$ cat src/rtl/board_entry_pkg.sv
// Shared definitions for the puzzle board entry block.
package board_entry_pkg;

    localparam int NUM_CELLS = 9;
    localparam int TILE_W    = 4;
    localparam int BOARD_W   = NUM_CELLS * TILE_W;
    localparam int NUM_BTN   = 5;

    localparam int BTN_INC    = 0;
    localparam int BTN_DEC    = 1;
    localparam int BTN_NEXT   = 2;
    localparam int BTN_PREV   = 3;
    localparam int BTN_COMMIT = 4;

    localparam logic [TILE_W-1:0]  LAST_IDX     = 4'd8;
    localparam logic [BOARD_W-1:0] SOLVED_BOARD = 36'h087654321;

    typedef enum logic [1:0] {
        ST_EDIT  = 2'd0,
        ST_CHECK = 2'd1,
        ST_SEND  = 2'd2,
        ST_ERR   = 2'd3
    } state_t;

    // Tile and cursor values wrap within 0..8.
    function automatic logic [TILE_W-1:0] wrap_inc(input logic [TILE_W-1:0] v);
        return (v >= LAST_IDX) ? 4'd0 : v + 4'd1;
    endfunction

    function automatic logic [TILE_W-1:0] wrap_dec(input logic [TILE_W-1:0] v);
        return (v == 4'd0) ? LAST_IDX : v - 4'd1;
    endfunction

endpackage

$ cat src/rtl/board_entry_btn_debounce.sv
// One pushbutton: 2-flop synchronizer, stable-time debouncer, rising-level press pulse.
module btn_debounce #(
    parameter int DB_CYCLES = 16
) (
    input  logic clk,
    input  logic rst,
    input  logic btn_raw,
    output logic press
);

    localparam int                CNT_W    = $clog2(DB_CYCLES);
    localparam logic [CNT_W-1:0]  CNT_LAST = CNT_W'(DB_CYCLES - 1);

    logic             sync1_q, sync1_d;
    logic             sync2_q, sync2_d;
    logic             level_q, level_d;
    logic             level_dly_q, level_dly_d;
    logic             press_q, press_d;
    logic [CNT_W-1:0] cnt_q, cnt_d;

    // Counter only advances while the synchronized input disagrees with the
    // accepted level; a single agreeing cycle restarts the stability window.
    always_comb begin
        sync1_d     = btn_raw;
        sync2_d     = sync1_q;
        level_d     = level_q;
        cnt_d       = '0;
        if (sync2_q != level_q) begin
            if (cnt_q == CNT_LAST) begin
                level_d = ~level_q;
            end else begin
                cnt_d = cnt_q + 1'b1;
            end
        end
        level_dly_d = level_q;
        press_d     = level_q & ~level_dly_q;
    end

    // State registers.
    always_ff @(posedge clk) begin
        if (rst) begin
            sync1_q     <= 1'b0;
            sync2_q     <= 1'b0;
            level_q     <= 1'b0;
            level_dly_q <= 1'b0;
            press_q     <= 1'b0;
            cnt_q       <= '0;
        end else begin
            sync1_q     <= sync1_d;
            sync2_q     <= sync2_d;
            level_q     <= level_d;
            level_dly_q <= level_dly_d;
            press_q     <= press_d;
            cnt_q       <= cnt_d;
        end
    end

    assign press = press_q;

endmodule

$ cat src/rtl/board_entry.sv
// Pushbutton puzzle board editor with duplicate check and valid/ready hand-off.
//
//   state    | meaning
//   ---------+--------------------------------------------------------------
//   ST_EDIT  | buttons edit the cell under the cursor or move the cursor
//   ST_CHECK | scan one cell per cycle for a repeated tile value
//   ST_SEND  | board offered downstream, held until accepted
//   ST_ERR   | duplicate found; any press returns to edit without editing
module board_entry
    import board_entry_pkg::*;
#(
    parameter int DB_CYCLES = 16
) (
    input  logic               clk,
    input  logic               rst,
    input  logic [NUM_BTN-1:0] btn,
    output logic [BOARD_W-1:0] board,
    output logic               board_valid,
    input  logic               board_ready,
    output logic [TILE_W-1:0]  cursor,
    output logic               err
);

    logic [NUM_BTN-1:0] press;

    for (genvar i = 0; i < NUM_BTN; i++) begin : g_btn
        btn_debounce #(.DB_CYCLES(DB_CYCLES)) u_db (
            .clk     (clk),
            .rst     (rst),
            .btn_raw (btn[i]),
            .press   (press[i])
        );
    end

    state_t               state_q, state_d;
    logic [BOARD_W-1:0]   board_q, board_d;
    logic [TILE_W-1:0]    cursor_q, cursor_d;
    logic [TILE_W-1:0]    scan_q, scan_d;
    logic [NUM_CELLS-1:0] seen_q, seen_d;
    logic [TILE_W-1:0]    cell_cur;
    logic [TILE_W-1:0]    cell_scan;

    // Next-state logic; the if-chain order gives commit > prev > next > dec > inc.
    always_comb begin
        state_d   = state_q;
        board_d   = board_q;
        cursor_d  = cursor_q;
        scan_d    = scan_q;
        seen_d    = seen_q;
        cell_cur  = board_q[{cursor_q, 2'b00} +: TILE_W];
        cell_scan = board_q[{scan_q, 2'b00} +: TILE_W];
        case (state_q)
            ST_EDIT: begin
                if (press[BTN_COMMIT]) begin
                    state_d = ST_CHECK;
                    scan_d  = '0;
                    seen_d  = '0;
                end else if (press[BTN_PREV]) begin
                    cursor_d = wrap_dec(cursor_q);
                end else if (press[BTN_NEXT]) begin
                    cursor_d = wrap_inc(cursor_q);
                end else if (press[BTN_DEC]) begin
                    board_d[{cursor_q, 2'b00} +: TILE_W] = wrap_dec(cell_cur);
                end else if (press[BTN_INC]) begin
                    board_d[{cursor_q, 2'b00} +: TILE_W] = wrap_inc(cell_cur);
                end
            end
            ST_CHECK: begin
                if (seen_q[cell_scan]) begin
                    state_d = ST_ERR;
                end else begin
                    seen_d[cell_scan] = 1'b1;
                    if (scan_q == LAST_IDX) begin
                        state_d = ST_SEND;
                    end else begin
                        scan_d = scan_q + 4'd1;
                    end
                end
            end
            ST_SEND: begin
                if (board_ready) begin
                    state_d = ST_EDIT;
                end
            end
            ST_ERR: begin
                if (|press) begin
                    state_d = ST_EDIT;
                end
            end
            default: state_d = ST_EDIT;
        endcase
    end

    // State and board storage.
    always_ff @(posedge clk) begin
        if (rst) begin
            state_q  <= ST_EDIT;
            board_q  <= SOLVED_BOARD;
            cursor_q <= '0;
            scan_q   <= '0;
            seen_q   <= '0;
        end else begin
            state_q  <= state_d;
            board_q  <= board_d;
            cursor_q <= cursor_d;
            scan_q   <= scan_d;
            seen_q   <= seen_d;
        end
    end

    assign board       = board_q;
    assign cursor      = cursor_q;
    assign board_valid = (state_q == ST_SEND);
    assign err         = (state_q == ST_ERR);

endmodule

$ cat config.mk
export PLATFORM = sky130hd
export DESIGN_NAME = board_entry
export DESIGN_NICKNAME = d
export VERILOG_FILES = /design/src/rtl/board_entry_pkg.sv /design/src/rtl/board_entry_btn_debounce.sv /design/src/rtl/board_entry.sv
export SDC_FILE = /design/constraint.sdc
export NUM_CORES = 1
export LEC_CHECK = 0
export ABC_AREA = 1
export BUFFER_PORTS_ARGS = -buffer_cell sky130_fd_sc_hd__buf_2
export CORE_MARGIN = 2
export CORE_UTILIZATION = 53
export DETAILED_ROUTE_END_ITERATION = 10
export PLACE_DENSITY = 0.82
export REMOVE_ABC_BUFFERS = 1
export SETUP_SLACK_MARGIN = 0.3
export SYNTH_ARGS = -nofsm -noshare
export SYNTH_HDL_FRONTEND = slang
export SYNTH_SLANG_ARGS = --single-unit
$ cat constraint.sdc
create_clock -name clk -period 2.05 [get_ports clk]
set_input_delay 0.615 -clock clk [delete_from_list [all_inputs] [get_ports clk]]
set_output_delay 0.615 -clock clk [all_outputs]
set_load 0.02 [all_outputs]
==> results of run 1 <==
==> worst reg2reg max path, stage by stage, from the launching register on <==
cell and delay, ns:
dfxtp_4 0.44, inv_6 0.07, buf_4 0.15, nand2_1 0.09, o211ai_1 0.12, nand3_1 0.14, nand3_4 0.14, inv_6 0.12
ha_4 0.18, nand3_4 0.12, buf_6 0.16, nand3_2 0.08, nand2_2 0.08, inv_2 0.09, nand2_1 0.09, a21oi_1 0.17
==> layout by cell type (no fill, tap or decap), types with 7 or more instances in the layout <==
| cell | count |
|---|---|
| ha_1 | 9 |
| o211ai_1 | 8 |
| nor2_1 | 67 |
| a21oi_1 | 60 |
| xor2_1 | 11 |
| clkbuf_8 | 9 |
| o21ai_1 | 18 |
| nand2_2 | 24 |
| buf_2 | 48 |
| nor2_2 | 11 |
| o21ai_0 | 38 |
| nand4_1 | 17 |
| nand3_1 | 36 |
| inv_1 | 86 |
| buf_6 | 11 |
| nand3_4 | 8 |
| buf_4 | 52 |
| a21oi_2 | 14 |
| nor2_4 | 7 |
| o21ai_2 | 12 |
| nor3_1 | 11 |
| inv_2 | 11 |
| nand3_2 | 15 |
| dfxtp_1 | 91 |
| nand2_1 | 80 |
==> path summary, 6_finish.rpt <==
kind / start / to / cells past startpoint
setup / recovery: cursor[0] / board[27] / 15
hold / removal: g_btn[4].u_db.level_dly_q / g_btn[4].u_db.press / 1
setup reg to reg: cursor[0] / board[27] / 15
hold reg to reg: g_btn[4].u_db.level_dly_q / g_btn[4].u_db.press / 1
==> area by class of cell <==
type	count	area (um2)	area share, %
Tap cell	111	139	2.08
Inverter	104	410	6.15
Clock inverter	7	82.6	1.24
Multi-Input combinational cell	481	3040	45.6
Sequential cell	100	2030	30.4
Timing Repair Buffer	116	850	12.7
Clock buffer	9	124	1.85
==> stage by stage <==
stage	setup TNS, ns	std cells	instance area, um2	power, mW
3_3_place_gp	-0.381	886	5600	2.24
6_report	-5.52	928	6680	3.63
5_1_grt	-8.75	928	6680	3.74
3_5_place_dp	-5.93	886	5600	2.25
4_1_cts	0	917	6260	3.57
2_1_floorplan	-18.03	684	4880	2.16
==> registers in the layout (all words and copies together), names as in the netlist, 5 cells and up <==
signal,cells
g_btn.u_db.level_dly_q,5
g_btn.u_db.cnt_q,20
g_btn.u_db.sync2_q,5
g_btn.u_db.sync1_q,5
g_btn.u_db.level_dly_d,5
board,36
g_btn.u_db.press,5
seen_q,9
==> cell families after synthesis <==
| family | synth area share, % |
|---|---|
| buf+inv | 10.6 |
| mux | 0.199 |
| compound gates | 17.2 |
| xor+xnor | 2.44 |
| flops | 39.9 |
| simple gates | 26.5 |
| fa+ha+maj | 3.24 |
==> layer usage <==
metal,track usage (%),up-vias
met4,15.5,0
met1,36.0,2616
li1,-,2539
met2,50.0,476
met5,0,-
met3,7.11,155
==> timing repair <==
action | in CTS | in global routing
gates cloned | 2 | 1
pin swaps | 23 | 25
buffers inserted | 13 | 10
endpoints found under the hold margin | 0 | 0
gates resized for setup | 114 | 88
setup endpoints to repair | 53 | 57
==> synthesized netlist by cell type, types with 2 or more instances <==
| cell type | n | share of area [%] |
|---|---|---|
| buf_6 | 4 | 0.90 |
| a221oi_1 | 2 | 0.35 |
| nand2_4 | 3 | 0.67 |
| o211ai_1 | 8 | 1.2 |
| buf_2 | 7 | 0.70 |
| a21oi_2 | 2 | 0.35 |
| nor3_1 | 13 | 1.3 |
| ha_1 | 13 | 3.2 |
| a21oi_1 | 73 | 7.3 |
| or2_2 | 2 | 0.25 |
| o21ai_1 | 8 | 0.80 |
| nand3_1 | 55 | 5.5 |
| dfxtp_1 | 100 | 40 |
| inv_1 | 97 | 7.2 |
| nand2_1 | 106 | 7.9 |
| nand4_1 | 17 | 2.1 |
| inv_2 | 6 | 0.45 |
| a31oi_1 | 2 | 0.25 |
| nor2_1 | 85 | 6.4 |
| xor2_1 | 13 | 2.3 |
| o21ai_0 | 61 | 6.1 |
| nand3_2 | 4 | 0.80 |
| clkbuf_1 | 11 | 0.82 |
==> where the power goes <==
group | internal, mW | switching (mW)
Clock | 0.584 | 0.788
Sequential | 1.96 | 0.0172
Combinational | 0.0940 | 0.188
==> impl_metrics.py, run 1 <==
metrics = {
    "die": {
        "io_pins": 50,
        "rows": 35,
        "die_h_um": 101,
        "core_mm2": 0.00920,
        "die_w_um": 101,
        "dieArea_mm2": 0.0103,
        "start_util_pct": 54.6,
    },
    "placement": {
        "hpwl_um": 10100,
        "dp_slack_ns": -0.253,
        "gp_congestion": 0.984,
        "numPortBuffers": 49,
    },
    "timing": {
        "timing_hold_violations_final": 0,
        "min_period_ns": 2.33,
        "finalMaxSlewViolations": 0,
        "rsz0062_at_grt": "true",
        "max_slew_margin_pct": 30.0,
        "clock.fmax_ghz": 0.429,
        "period_share_pct": 114,
        "clock_skew_ns": 0.0115,
        "setup_slack_ns": -0.280,
        "hold_slack_ns": 0.395,
        "worstMarginPinSlew_ns": 1.04,
        "setup_viol": 49,
    },
    "worst_setup_path": {
        "end_kind": "flop",
        "critPathRequiredTime_ns": 2.35,
        "cpPeakStageDelay_ns": 0.44,
        "crit_chain": "inv_6 > buf_4 > nand2_1 > o211ai_1 > nand3_1 > nand3_4 > inv_6 > ha_4 > nand3_4 > buf_6 > nand3_2 > nand2_2 > inv_2 > nand2_1 > a21oi_1",
        "arrival_ns": 2.63,
        "reg2reg_slack_ns": -0.28,
        "timing.critical_path.from_type": "flop",
        "critPathMaxFanout": 7,
        "crit_family": "simple AND/OR/NAND/NOR gates",
        "criticalPathCategory": "flop to flop",
        "slowest_stage": "dfxtp_4",
        "cp_num_buf_inv": 5,
    },
    "clock_network": {
        "cts_buffers": 9,
        "cts.clk_slew.worst_paths_ns": 0.11,
        "h-tree-depth": 3,
        "cts_buffer_depth": 2,
        "tritoncts": "done",
        "root_buffer": "clkbuf_8",
        "clk_latency_ns": 0.38,
        "ctsHoldBuffers": 0,
        "clock-sinks": 100,
    },
    "logic_synthesis": {
        "async_flop_share_pct": 0,
        "synth_area_per_cell_um2": 7.09,
        "synth_cell_types": 39,
        "yosys_warnings": 0,
        "netlist_area_mm2": 0.00502,
        "synth-edff-count": 0,
        "synth_flop_cell": "dfxtp_1",
        "synth-seq-cells": 100,
        "yosysSeqAreaShare_pct": 39.9,
        "syn_inst": 708,
    },
    "route": {
        "route.top_layer_used": "met4",
        "vias_per_cell": 6.23,
        "drtIter0Drc": 764,
        "wl_met3_um": 1920,
        "route.detailed.drc": 0,
        "met2_length_um": 7900,
        "first_pass_iters": 9,
        "wl_met1_um": 6230,
        "wl_per_cell_um": 18.7,
        "ant_nets": 0,
        "via_count": 5786,
        "drt_wl_total_um": 17400,
    },
    "job": {
        "maxCapViolations": 0,
    },
    "status": {
        "outcome": "finished with violations",
        "failed_checks": "setup timing",
    },
    "global_routing": {
        "grt-ovfl-total": 0,
        "grt_pass1_vias": 5221,
        "antenna_found_initial": 0,
        "grt_max_degree": 34,
        "grt_pass1_wl_um": 24300,
        "grt_usage_pct": 30.0,
    },
    "power": {
        "p_per_area_mw_per_mm2": 543,
        "p_leak_nw": 2.81,
        "vdd_ir_drop_max_v": 0.000437,
    },
    "layout": {
        "drive_above_1_share_pct": 33.8,
        "diodes": 0,
        "fill_cells": 635,
        "area_growth_pct": 33.0,
        "nNetsFinal": 833,
        "final_core_util_pct": 72.6,
    },
    "min_path": {
        "hp-class": "flop to flop",
    },
}
No activity file was read; power rests on OpenSTA's default activity.
==> run 2, diff against run 1 <==
Settings changed: ABC_AREA 1 to 0.
==> run 2 against run 1 <==
The run still ends with setup timing left; combinational power down 28%; maximum frequency down 18%; highest routed layer unchanged; sequential cell count unchanged; sequential power about the same.
==> impl_metrics.py, run 2 <==
metrics = {
    "clock_network": {
        "cts_buffer_depth": 2,
        "cts_buffers": 9,
        "h-tree-depth": 3,
        "tritoncts": "done",
        "clk_latency_ns": 0.38,
        "ctsHoldBuffers": 0,
        "root_buffer": "clkbuf_8",
        "clock-sinks": 100,
        "cts.clk_slew.worst_paths_ns": 0.11,
    },
    "timing": {
        "rsz0062_at_grt": "true",
        "period_share_pct": 139,
        "setup_viol": 52,
        "clock.fmax_ghz": 0.351,
        "timing_hold_violations_final": 0,
        "min_period_ns": 2.85,
        "worstMarginPinSlew_ns": 0.751,
        "setup_slack_ns": -0.802,
        "max_slew_margin_pct": 49.4,
        "finalMaxSlewViolations": 0,
        "fin_tns_setup_ns": -30.75,
        "clock_skew_ns": 0.0138,
    },
    "logic_synthesis": {
        "synthSimpleGateAreaFrac_pct": 20.5,
        "synth_flop_cell": "dfxtp_1",
        "syn_inst": 544,
        "yosysSeqAreaShare_pct": 41.2,
        "async_flop_share_pct": 0,
        "synthXorXnorAreaFrac_pct": 2.88,
        "synth_commonest_cells": "dfxtp_1 (100), nor2_1 (74), a21oi_1 (32)",
        "yosysTopAreaCellShare_pct": 41.2,
        "yosysMostFrequentCell": "dfxtp_1",
        "netlist_area_mm2": 0.00486,
        "synth_adder_area_share_pct": 3.35,
        "muxShareOfSynthArea_pct": 10.7,
        "synth_top_family_by_area": "simple AND/OR/NAND/NOR gates",
        "yosys-top-cells-area": "dfxtp_1 (41%), nor2_1 (5.7%), mux2i_1 (5.6%), mux4_2 (4.2%), ha_1 (3.3%)",
        "yosys_warnings": 0,
        "synth-compound-area-share_pct": 16.9,
        "synth_cell_types": 59,
        "synth-seq-cells": 100,
        "synth_area_per_cell_um2": 8.94,
        "yosys.area.top_type": "dfxtp_1",
        "synth-edff-count": 0,
    },
    "status": {
        "outcome": "finished with violations",
        "failed_checks": "setup timing",
    },
    "layout": {
        "largest_register_ffs": 36,
        "drive_above_1_share_pct": 49.3,
        "diodes": 0,
        "final_common_cell": "buf_4",
        "area_growth_pct": 55.3,
        "nNetsFinal": 751,
        "final_core_util_pct": 85.8,
        "final_cell_mix": "buf_4 (115), dfxtp_1 (90), nor2_1 (66), buf_2 (45), buf_6 (41)",
    },
    "power": {
        "p_leak_nw": 2.98,
        "vdd_ir_drop_max_v": 0.000395,
        "p_per_area_mw_per_mm2": 450,
    },
    "placement": {
        "numPortBuffers": 49,
        "hpwl_um": 11000,
        "gp_congestion": 0.964,
    },
    "route": {
        "ant_nets": 0,
        "first_pass_iters": 9,
        "route.detailed.drc": 0,
        "drtIter0Drc": 803,
        "via_count": 5643,
        "vias_per_cell": 6.69,
        "wl_per_cell_um": 24.0,
        "drt_wl_total_um": 20200,
    },
    "worst_setup_path": {
        "critPathMaxFanout": 6,
        "criticalPathCategory": "flop to flop",
        "arrival_ns": 3.11,
        "end_kind": "flop",
        "critPathRequiredTime_ns": 2.31,
        "timing.critical_path.from_type": "flop",
    },
    "global_routing": {
        "grt_usage_pct": 35.1,
        "grt_pass1_vias": 5377,
        "grt_pass1_wl_um": 27200,
        "antenna_found_initial": 0,
        "grt_max_degree": 49,
        "grt-ovfl-total": 0,
    },
    "job": {
        "maxCapViolations": 0,
    },
    "die": {
        "dieArea_mm2": 0.00996,
        "start_util_pct": 55.2,
        "io_pins": 50,
        "rows": 34,
        "die_h_um": 99.8,
        "die_w_um": 99.8,
        "core_mm2": 0.00881,
    },
    "min_path": {
        "hp-class": "flop to flop",
    },
}
-- run 2: cell types whose count changed after synthesis, moves of 11 or more --
cell | before | now
a21oi_1 | 73 | 32
clkbuf_1 | 11 | 23
inv_1 | 97 | 22
mux2i_1 | 1 | 27
nand2_1 | 106 | 29
nand3_1 | 55 | 21
nand4_1 | 17 | 5
nor2_1 | 85 | 74
nor2b_1 | 0 | 25
o21ai_0 | 61 | 18
-- run 2: layout make-up --
cell class | instances | area (um2)
clock buffer | 10 | 128
fill | 412 | 1250
multi-input combinational | 391 | 3480
tap | 108 | 135
inverter | 22 | 87.6
sequential | 100 | 2030
clock inverter | 6 | 56.3
timing repair buffer | 206 | 1640
-- run 2: what timing repair did --
action | CTS | global route
setup buffers | 26 | 11
resized for setup | 150 | 89
setup endpoints to repair | 60 | 62
pin swaps | 79 | 38
-- run 2: power breakdown --
part           switching, mW  internal, mW  leakage, nW
Clock                  0.767         0.466       0.0905
Combinational          0.125        0.0775         2.07
Sequential            0.0122          1.95        0.815
-- run 2: kinds of logic after synthesis --
group	after synthesis
compound gates	120
xor+xnor	16
fa+ha+maj	13
buf+inv	53
flops	100
mux	40
simple gates	202
-- run 2: worst max-delay path, cell delays in order (launching register included) --
cell and delay, ns:
dfxtp_4 0.40, mux4_2 0.54, mux2_4 0.30, a21oi_4 0.24, ha_4 0.22, buf_6 0.11, buf_6 0.10, a311oi_4 0.10
a31oi_1 0.23, buf_4 0.23, nor3_2 0.08, a21oi_2 0.13, nor2_1 0.05
-- run 2: through the flow --
step / cells / setup WS [ns] / cell area (um2) / total power [mW] / hold slack [ns]
finish: 843 / -0.802 / 7550 / 3.40 / 0.382
detailed placement: 790 / -0.820 / 6030 / 2.16 / 0.376
floorplan: 513 / -1.28 / 4720 / 2.07 / 0.367
CTS: 832 / -0.611 / 7020 / 3.35 / 0.381
global route: 843 / -0.890 / 7550 / 3.47 / 0.402
global placement: 790 / -0.762 / 6030 / 2.15 / 0.372
-- run 2: worst paths after layout --
path / slack (ns) / depth (start not counted) / end / from
max: -0.80 / 12 / board[33] / cursor[1]
min: 0.38 / 1 / g_btn[2].u_db.press / g_btn[2].u_db.level_dly_q
max reg2reg: -0.80 / 12 / board[33] / cursor[1]
min reg2reg: 0.38 / 1 / g_btn[2].u_db.press / g_btn[2].u_db.level_dly_q
-- run 2: routing by layer --
layer / share of wire (%) / up-vias / track usage [%]
met2: 46 / 511 / 59.4
met3: 11 / 199 / 5.64
met1: 34 / 2600 / 42.0
met4: 9.1 / 0 / 21.3
met5: 0 / - / 0
li1: - / 2333 / -
